==> src/rtl/divider_pkg.sv <==
// Shared definitions for the multi-cycle DIV/DIVU unit: FSM state encodings
// and the result-valid strobe levels.
package divider_pkg;

  // Divider control states (2-bit encoding shared with the hazard logic).
  typedef enum logic [1:0] {
    DivFree   = 2'd0,
    DivByZero = 2'd1,
    DivOn     = 2'd2,
    DivEnd    = 2'd3
  } div_state_e;

  // Levels of the one-cycle result-valid strobe.
  localparam logic DivResultReady    = 1'b1;
  localparam logic DivResultNotReady = 1'b0;

endpackage

==> src/rtl/divider.sv <==
// Multi-cycle restoring divider for MIPS DIV/DIVU in the execute stage.
// Iterates one quotient bit per cycle on operand magnitudes, fixes signs on
// the way into END, and presents {remainder, quotient} with a one-cycle
// ready strobe. stall is combinational so the DIV is held in E from the very
// cycle it is first seen. An exception flush (annul) abandons the operation.
module divider
  import divider_pkg::*;
#(
  parameter int WIDTH = 32
) (
  input  logic                 clk,
  input  logic                 rst,
  input  logic                 start,
  input  logic                 signed_div,
  input  logic                 annul,
  input  logic [WIDTH-1:0]     a,
  input  logic [WIDTH-1:0]     b,
  output logic [2*WIDTH-1:0]   result,
  output logic                 ready,
  output logic                 stall
);

  localparam int CntW = $clog2(WIDTH) + 1;
  localparam logic [CntW-1:0] CntLast = CntW'(WIDTH - 1);
  localparam logic [CntW-1:0] CntOne  = {{(CntW-1){1'b0}}, 1'b1};
  localparam logic [CntW-1:0] CntZero = {CntW{1'b0}};

  // State and datapath registers.
  div_state_e             state_q, state_d;
  logic [CntW-1:0]        cnt_q, cnt_d;
  logic [2*WIDTH:0]       acc_q, acc_d;      // {remainder, quotient} shift register
  logic [WIDTH-1:0]       dvsr_q, dvsr_d;
  logic                   neg_quo_q, neg_quo_d;
  logic                   neg_rem_q, neg_rem_d;
  logic [2*WIDTH-1:0]     result_q, result_d;
  logic                   ready_q, ready_d;
  logic                   stall_s;

  // Operand conditioning and restoring-step signals.
  logic                   a_neg_s, b_neg_s;
  logic [WIDTH-1:0]       a_mag_s, b_mag_s;
  logic [WIDTH:0]         hi_s, trial_s;
  logic                   fits_s;
  logic [2*WIDTH:0]       step_s;
  logic [WIDTH-1:0]       quo_s, rem_s, quo_fix_s, rem_fix_s;

  // Operand magnitudes and sign flags; only DIV treats the MSB as a sign.
  always_comb begin
    a_neg_s = signed_div & a[WIDTH-1];
    b_neg_s = signed_div & b[WIDTH-1];
    if (a_neg_s) begin
      a_mag_s = {WIDTH{1'b0}} - a;
    end else begin
      a_mag_s = a;
    end
    if (b_neg_s) begin
      b_mag_s = {WIDTH{1'b0}} - b;
    end else begin
      b_mag_s = b;
    end
  end

  // One restoring step: shift {rem, quo} left, subtract divisor when it fits,
  // and produce the sign-corrected result as it would look after this step.
  always_comb begin
    hi_s    = acc_q[2*WIDTH-1:WIDTH-1];
    trial_s = hi_s - {1'b0, dvsr_q};
    fits_s  = acc_q[2*WIDTH] | (hi_s >= {1'b0, dvsr_q});
    if (fits_s) begin
      step_s = {trial_s, acc_q[WIDTH-2:0], 1'b1};
    end else begin
      step_s = {hi_s, acc_q[WIDTH-2:0], 1'b0};
    end
    quo_s = step_s[WIDTH-1:0];
    rem_s = step_s[2*WIDTH-1:WIDTH];
    // Magnitude of 0x80000000 negates back onto itself, giving the wrap case.
    if (neg_quo_q) begin
      quo_fix_s = {WIDTH{1'b0}} - quo_s;
    end else begin
      quo_fix_s = quo_s;
    end
    if (neg_rem_q) begin
      rem_fix_s = {WIDTH{1'b0}} - rem_s;
    end else begin
      rem_fix_s = rem_s;
    end
  end

  // Next-state, datapath update and stall request.
  always_comb begin
    state_d   = state_q;
    cnt_d     = cnt_q;
    acc_d     = acc_q;
    dvsr_d    = dvsr_q;
    neg_quo_d = neg_quo_q;
    neg_rem_d = neg_rem_q;
    result_d  = result_q;
    ready_d   = DivResultNotReady;
    stall_s   = 1'b0;
    case (state_q)
      DivFree: begin
        if (start && !annul) begin
          stall_s = 1'b1;
          if (b != {WIDTH{1'b0}}) begin
            state_d   = DivOn;
            cnt_d     = CntZero;
            acc_d     = {{(WIDTH+1){1'b0}}, a_mag_s};
            dvsr_d    = b_mag_s;
            neg_quo_d = a_neg_s ^ b_neg_s;
            neg_rem_d = a_neg_s;
          end else begin
            state_d = DivByZero;
          end
        end else begin
          state_d = DivFree;
        end
      end
      DivOn: begin
        stall_s = 1'b1;
        if (annul) begin
          state_d = DivFree;
        end else begin
          acc_d = step_s;
          cnt_d = cnt_q + CntOne;
          if (cnt_q == CntLast) begin
            state_d  = DivEnd;
            result_d = {rem_fix_s, quo_fix_s};
            ready_d  = DivResultReady;
          end else begin
            state_d = DivOn;
          end
        end
      end
      DivByZero: begin
        stall_s = 1'b1;
        if (annul) begin
          state_d = DivFree;
        end else begin
          state_d  = DivEnd;
          result_d = {(2*WIDTH){1'b0}};
          ready_d  = DivResultReady;
        end
      end
      DivEnd: begin
        state_d = DivFree;
      end
      default: begin
        state_d = DivFree;
      end
    endcase
  end

  // State and datapath registers with asynchronous reset.
  always_ff @(posedge clk or posedge rst) begin
    if (rst) begin
      state_q   <= DivFree;
      cnt_q     <= CntZero;
      acc_q     <= {(2*WIDTH+1){1'b0}};
      dvsr_q    <= {WIDTH{1'b0}};
      neg_quo_q <= 1'b0;
      neg_rem_q <= 1'b0;
      result_q  <= {(2*WIDTH){1'b0}};
      ready_q   <= DivResultNotReady;
    end else begin
      state_q   <= state_d;
      cnt_q     <= cnt_d;
      acc_q     <= acc_d;
      dvsr_q    <= dvsr_d;
      neg_quo_q <= neg_quo_d;
      neg_rem_q <= neg_rem_d;
      result_q  <= result_d;
      ready_q   <= ready_d;
    end
  end

  assign result = result_q;
  assign ready  = ready_q;
  assign stall  = stall_s;

endmodule
==> config.mk <==
export PLATFORM = sky130hd
export DESIGN_NAME = divider
export DESIGN_NICKNAME = d
export VERILOG_FILES = /design/src/rtl/divider_pkg.sv /design/src/rtl/divider.sv
export SDC_FILE = /design/constraint.sdc
export NUM_CORES = 1
export LEC_CHECK = 0
export CAP_MARGIN = 5
export CELL_PAD_IN_SITES_DETAIL_PLACEMENT = 1
export CELL_PAD_IN_SITES_GLOBAL_PLACEMENT = 2
export CORE_ASPECT_RATIO = 0.75
export CORE_MARGIN = 8
export CORE_UTILIZATION = 38
export CTS_BUF_LIST = sky130_fd_sc_hd__clkbuf_8
export DETAILED_ROUTE_END_ITERATION = 10
export GPL_TIMING_DRIVEN = 0
export HOLD_SLACK_MARGIN = 0.06
export PLACE_DENSITY_LB_ADDON = 0.12
export SETUP_SLACK_MARGIN = 0.1
export SYNTH_ARGS = -nofsm -noshare
export SYNTH_HDL_FRONTEND = slang
export SYNTH_SLANG_ARGS = --single-unit
export TNS_END_PERCENT = 1
==> constraint.sdc <==
create_clock -name clk -period 16.5 [get_ports clk]
set_clock_uncertainty 0.1 [all_clocks]
set_input_delay 4.125 -clock clk [delete_from_list [all_inputs] [get_ports clk]]
set_output_delay 4.125 -clock clk [all_outputs]
set_load 0.02 [all_outputs]
==> results.txt, run 1 <==
R2r worst-path depth: 22
CTS HTree Levels: 4
Data arrival, critical path: 5740 ps
Register bit total from synthesis: 172
Crit path launch: annul
Vias/cell: 5.628
Fmax: 100.3 MHz
RR Startpoint: acc_q[53]
TritonCTS Buffers: 17
Hold slack: 387.2 ps
Top-count cell post-synth: nand2_1
Initial Utilization: 38.53%
Post-route clock period utilization: 60.41%
Die W: 221.3 microns
Vias in the first global route: 11,720
Mapped Area: 12,010 sq um
Syn-to-layout area delta: 18.81%
Synth area leader: dfrtp_1
Register area share after synthesis: 35.83%
Crit end category: primary output
Max transition margin: 18.92%
Syn Nets: 1,579
EDFF count, synth: 0
# port buffers: 134
Setup TNS after final layout: 0 ps
Clk_lat worst skew: 510 ps
Final setup viols: 0
Hold Crit Start: result[3]
Post-CTS setup buffer count: 0
M1 GR Usage: 35.37%
Global-route wire length before repair: 67.70 mm
Grt ovf: 0
YS warnings: 0
TritonRoute pass-1 iters: 7
Total GRT Usage: 22.70%
Routed Antenna Nets: 0
Synth cell count leaders: nand2_1, dfrtp_1, o21ai_0
CP required: 12,270 ps
Layout cells sized above 1: 4.774%
R2r setup slk: 9450 ps
WHS Path Cells: 2
Max Cap Viol: 0
Number of fill cells in the layout: 3,779
IR Drop Worst-Case VDD: 0.04912 mV
Critical Path Start Type: primary input
Syn avg cell area: 8.190 sq um
Nets: 1,733
Io pins: 135
Largest net degree at the start of global routing: 108
Die H: 170.0 microns
Unrepaired setup endpoints after global routing: false
Worst-path fanout max: 5
Top cell type's share of synthesized area: 35.83%
Post-synth ARST share: 100.0%
Hold WC Path Type: reg2reg
CTS tree: done
Post-cts gate resize count: 0
Clock sink count: 172
Rows: 56
Met2 Use GR: 32.21%
Final min period: 9967 ps
Main flop type after synthesis: dfrtp_1
DR vias: 11,480
# diodes: 0
Root buffer cell: clkbuf_8
DIE AREA: 37,620 sq um
Synth cell types: 82
Status: finished clean
Average routed wire per standard cell: 21.01 microns
CTS Hold Bufs: 0
Tot Pwr: 1132 uW
Met3 GRT Util: 3.853%
WL final: 42.85 mm
Worst Tran Pin Value: 1200 ps
Top post-synthesis cells by area: dfrtp_1, o21ai_0, nand2_1, xor2_1, a21oi_1
GR peak layer: met1
Fin. Hold Viols: 0
Clk slew on worst S/H paths: 100 ps
DRC viols: 0
PwrDens: 79.31 nW/um^2
Core ar.: 31,180 sq um
Hpwl dp: 34.67 mm
Max-slew violations: 0
Syn Inst Count: 1,467
Longest Clk Path Bufs: 2
Crit Path Category: in2out
Lkg Pwr: 0.006047 uW
R2r endpoint: result[62]
Hold EP: result[3]
DRT iter0 DRCs: 973
Placer congestion estimate: 0.8756
Antenna violations before repair: 2
## per-stage QoR
step           instances  instance area [sq um]  util [%]  worst slack [ps]
3_3_place_gp        2007                  13860     44.46              4925
5_1_grt             2040                  14270     45.78              6431
4_1_cts             2040                  14270     45.78              6527
6_report            2040                  14270     45.78              6533
2_1_floorplan       1467                  12010         -              7615
3_5_place_dp        2008                  13900     44.57              6542
## registers in the layout (all words and copies together), names as in the netlist
| name | count |
|---|---|
| state_q | 2 |
| neg_rem_q | 1 |
| dvsr_q | 32 |
| acc_q | 65 |
| ready | 1 |
| neg_quo_q | 1 |
| cnt_q | 6 |
| result | 64 |
## layout by cell type (no fill, tap or decap), types with 6 or more instances in the layout
master	n
buf_2	16
mux2i_1	27
a21oi_1	118
a211oi_1	6
a22o_1	8
nand3_1	22
clkbuf_8	19
o31ai_1	28
o41ai_1	10
clkdlybuf4s50_1	134
o21ai_1	11
xor2_1	81
a222oi_1	14
or3_1	20
xnor2_1	63
or4_1	9
ha_1	42
nor3_1	32
nor2b_1	7
nor2_1	119
nand4_1	13
and2_1	10
nor4_1	16
clkbuf_1	44
nand2_1	202
o21ai_0	157
buf_1	11
nand2b_1	14
a31oi_1	12
inv_1	75
dfrtp_1	172
## worst max path at each step
stage	to	slack [ps]	cells after the start
2_1_floorplan	acc_q[0]	7610	1
3_3_place_gp	dvsr_q[4]	4930	2
3_5_place_dp	stall	6540	5
4_1_cts	stall	6530	5
5_1_grt	stall	6430	5
6_report	stall	6530	5
## worst max-delay path, stage by stage
cell,delay (ps)
clkdlybuf4s50_1,500
inv_1,130
a31oi_1,90
nor2_1,220
clkdlybuf4s50_1,670
## where the power goes
part           switching (uW)  leakage (uW)  internal, uW
sequential               36.4       0.00227           456
clock                     174      0.000198           128
combinational             216       0.00358           121
## cells by family after synthesis
group	after synthesis	share of synthesized area, %
and+or+nand+nor	504	19.82
AOI/OAI and AO/OA	428	22.09
DFF	172	35.83
buffers and inverters	148	4.884
xor gates and xnor gates	144	10.50
adders and majority gates	43	4.541
muxes	28	2.343
## layout make-up
class	count	area, sq um	share of cell area, %
clock buffers	19	261.5	1.832
multi-input cells	1147	7123	49.90
well taps	406	508.0	3.559
flip-flops and latches	172	4304	30.15
clock inverters	13	113.9	0.7977
repair buffers	135	1369	9.590
inverters	75	289.0	2.025
plain buffers	73	305.3	2.139
## metal layers
layer  up-vias  part of all wire (%)
li1       5519                     -
met1      5672                    54
met2       257                    40
met3        29                   5.3
met4         4                  0.89
met5         -                 0.051
Note: power is estimated with default switching activity, not from simulation.
==> run 2, diff against run 1 <==
--- a/config.mk
+++ b/config.mk
@@ -10,7 +10,7 @@
 export CELL_PAD_IN_SITES_GLOBAL_PLACEMENT = 2
 export CORE_ASPECT_RATIO = 0.75
 export CORE_MARGIN = 8
-export CORE_UTILIZATION = 38
+export CORE_UTILIZATION = 32
 export CTS_BUF_LIST = sky130_fd_sc_hd__clkbuf_8
 export DETAILED_ROUTE_END_ITERATION = 10
 export GPL_TIMING_DRIVEN = 0
==> constraint.sdc (replaced) <==
create_clock -name clk -period 9.15 [get_ports clk]
set_clock_uncertainty 0.1 [all_clocks]
set_input_delay 2.2875 -clock clk [delete_from_list [all_inputs] [get_ports clk]]
set_output_delay 2.2875 -clock clk [all_outputs]
set_load 0.02 [all_outputs]
==> run 2 against run 1 <==
Power is 86% higher. Worst setup slack worse by 4400 ps. Die area is 17% higher. Via count is 0.44% lower. Count of clock-buffer cells in the layout is 2 lower. Critical path type is now reg2reg. Sequential power is 81% higher. Combinational power is 81% higher.
==> results.txt, run 2 (synthesis gave the netlist of run 1 again) <==
Fmax: 142.9 MHz
Initial Utilization: 32.46% (-6.1 points)
Max Cap Viol: 0 (unchanged)
Antenna violations before repair: 0 (-2)
DRC viols: 0 (unchanged)
Worst-path fanout max: 10 (+5)
Worst Tran Pin Value: 1293 ps (+93.17 ps)
Clk slew on worst S/H paths: 100 ps (about the same)
Setup TNS after final layout: 0 ps (unchanged)
Core ar.: 37,020 sq um (+19%)
Crit Path Category: reg2reg
Post-CTS setup buffer count: 0 (unchanged)
Dpl ws: 2166 ps (-4376 ps)
Largest net degree at the start of global routing: 103 (-4.6%)
Max transition margin: 12.63% (-6.3 points)
Root buffer cell: clkbuf_8
Post-DP Area: 14,020 sq um (+0.88%)
# diodes: 0 (unchanged)
Clk_lat worst skew: 500 ps (about the same)
Syn-to-layout area delta: 20.23%
Total GRT Usage: 20.57% (-2.1 points)
Final min period: 7000 ps
Crit path capture: result[62]
Final Instance Area: 14,440 sq um (+1.2%)
R2r worst-path depth: 22 (unchanged)
DR vias: 11,430 (-0.44%)
Max-slew violations: 0 (unchanged)
Max FFs per register: 65 (unchanged)
Final setup margin: 2150 ps (-4383 ps)
Fin. Hold Viols: 0 (unchanged)
Grt ovf: 0 (unchanged)
Average routed wire per standard cell: 21.20 microns (+0.93%)
Lkg Pwr: 0.006061 uW (+0.24%)
Vias/cell: 5.347 (-5.0%)
Biggest register: acc_q
CTS tree: done
Routed Antenna Nets: 0 (unchanged)
Crit end category: flip-flop
Post-cts gate resize count: 0 (unchanged)
Crit path launch: acc_q[31]
Layout cells sized above 1: 4.835% (+0.061 points)
Placer congestion estimate: 0.8734 (-0.25%)
CTS HTree Levels: 4 (unchanged)
Longest Clk Path Bufs: 2 (unchanged)
WL final: 45.33 mm (+5.8%)
Commonest non-fill, non-tap cells in the layout: nand2_1, dfrtp_1, o21ai_0, clkdlybuf4s50_1, nor2_1
RR Startpoint: acc_q[31]
Rows: 61 (+8.9%)
DRT iter0 DRCs: 1,038 (+6.7%)
TritonRoute pass-1 iters: 6 (-1)
Data arrival, critical path: 7270 ps (+1530 ps)
Global-route wire length before repair: 70.61 mm (+4.3%)
CTS Hold Bufs: 0 (unchanged)
Fin util: 39.02% (-6.8 points)
Vias in the first global route: 11,690 (-0.31%)
Hpwl dp: 36.74 mm (+6.0%)
TritonCTS Buffers: 17 (unchanged)
Status: finished clean
PwrDens: 145.7 nW/um^2 (+84%)
Hold WC Path Type: reg2reg
Clock sink count: 172 (unchanged)
Commonest non-fill, non-tap cell in the layout: nand2_1
R2r setup slk: 2150 ps (-7300 ps)
R2r endpoint: result[62]
Die H: 183.8 microns (+8.1%)
IR Drop Worst-Case VDD: 0.07959 mV (+62%)
Die W: 239.7 microns (+8.3%)
Hold slack: 384.4 ps (-2.775 ps)
Post-route clock period utilization: 76.50%
Io pins: 135 (unchanged)
Final setup viols: 0 (unchanged)
DIE AREA: 44,060 sq um (+17%)
# port buffers: 134 (unchanged)
Critical Path Start Type: flip-flop
CP required: 9420 ps (-2850 ps)
Unrepaired setup endpoints after global routing: false
Nets: 1,733 (unchanged)
==> run 2: worst min-delay path by stage <==
| stage | from | end | slack [ps] | cells after the start |
|---|---|---|---|---|
| after floorplan | acc_q[64] | acc_q[64] | 340 | 2 |
| after global placement | result[5] | result[5] | 360 | 2 |
| after detailed placement | result[7] | result[7] | 370 | 2 |
| after CTS | result[7] | result[7] | 390 | 2 |
| after global routing | result[0] | result[0] | 420 | 2 |
| final | result[6] | result[6] | 380 | 2 |
==> run 2: power breakdown <==
| part | switching (uW) | internal, uW |
|---|---|---|
| registers | 67.0 | 822 |
| logic | 393 | 217 |
| clock network | 328 | 276 |
==> run 2: metal layers <==
metal | GRT usage (%) | vias to the layer above | wire [microns]
li1 | - | 5518 | -
met1 | 32.70 | 5633 | 24600
met2 | 28.57 | 262 | 17960
met3 | 3.310 | 18 | 2417
met4 | 3.753 | 0 | 348
met5 | 0 | - | 0
==> run 2: area by class of cell <==
class | instances | area [sq um]
Inverter | 75 | 289.0
Buffer | 73 | 305.3
Multi-Input combinational cell | 1147 | 7123
Clock buffer | 17 | 234.0
Fill cell | 4444 | 22570
Sequential cell | 172 | 4304
Timing Repair Buffer | 135 | 1369
Clock inverter | 15 | 188.9
Tap cell | 504 | 630.6
==> run 2: through the flow <==
| stage | total power [uW] | cells |
|---|---|---|
| after floorplan | 1283 | 1467 |
| after global placement | 1497 | 2105 |
| after detailed placement | 1511 | 2106 |
| after CTS | 2122 | 2138 |
| after global routing | 2228 | 2138 |
| final | 2104 | 2138 |
==> run 2: worst max-delay path, cell delays in order, from the launching register on <==
cell      delay (ps)
dfrtp_1          620
inv_1             90
ha_1             370
nand3_1           90
nor4_1           500
nand4b_1         200
o311a_1          240
nand2_2          130
clkbuf_1         540
buf_2            410
buf_2            390
buf_1            470
a21oi_1          140
inv_1            200
ha_1             330
nand4b_1         150
nor4_1           490
a21o_1           220
o21ai_1          180
or3b_4           480
o31ai_2          280
xnor2_1          170
o21ai_1           80
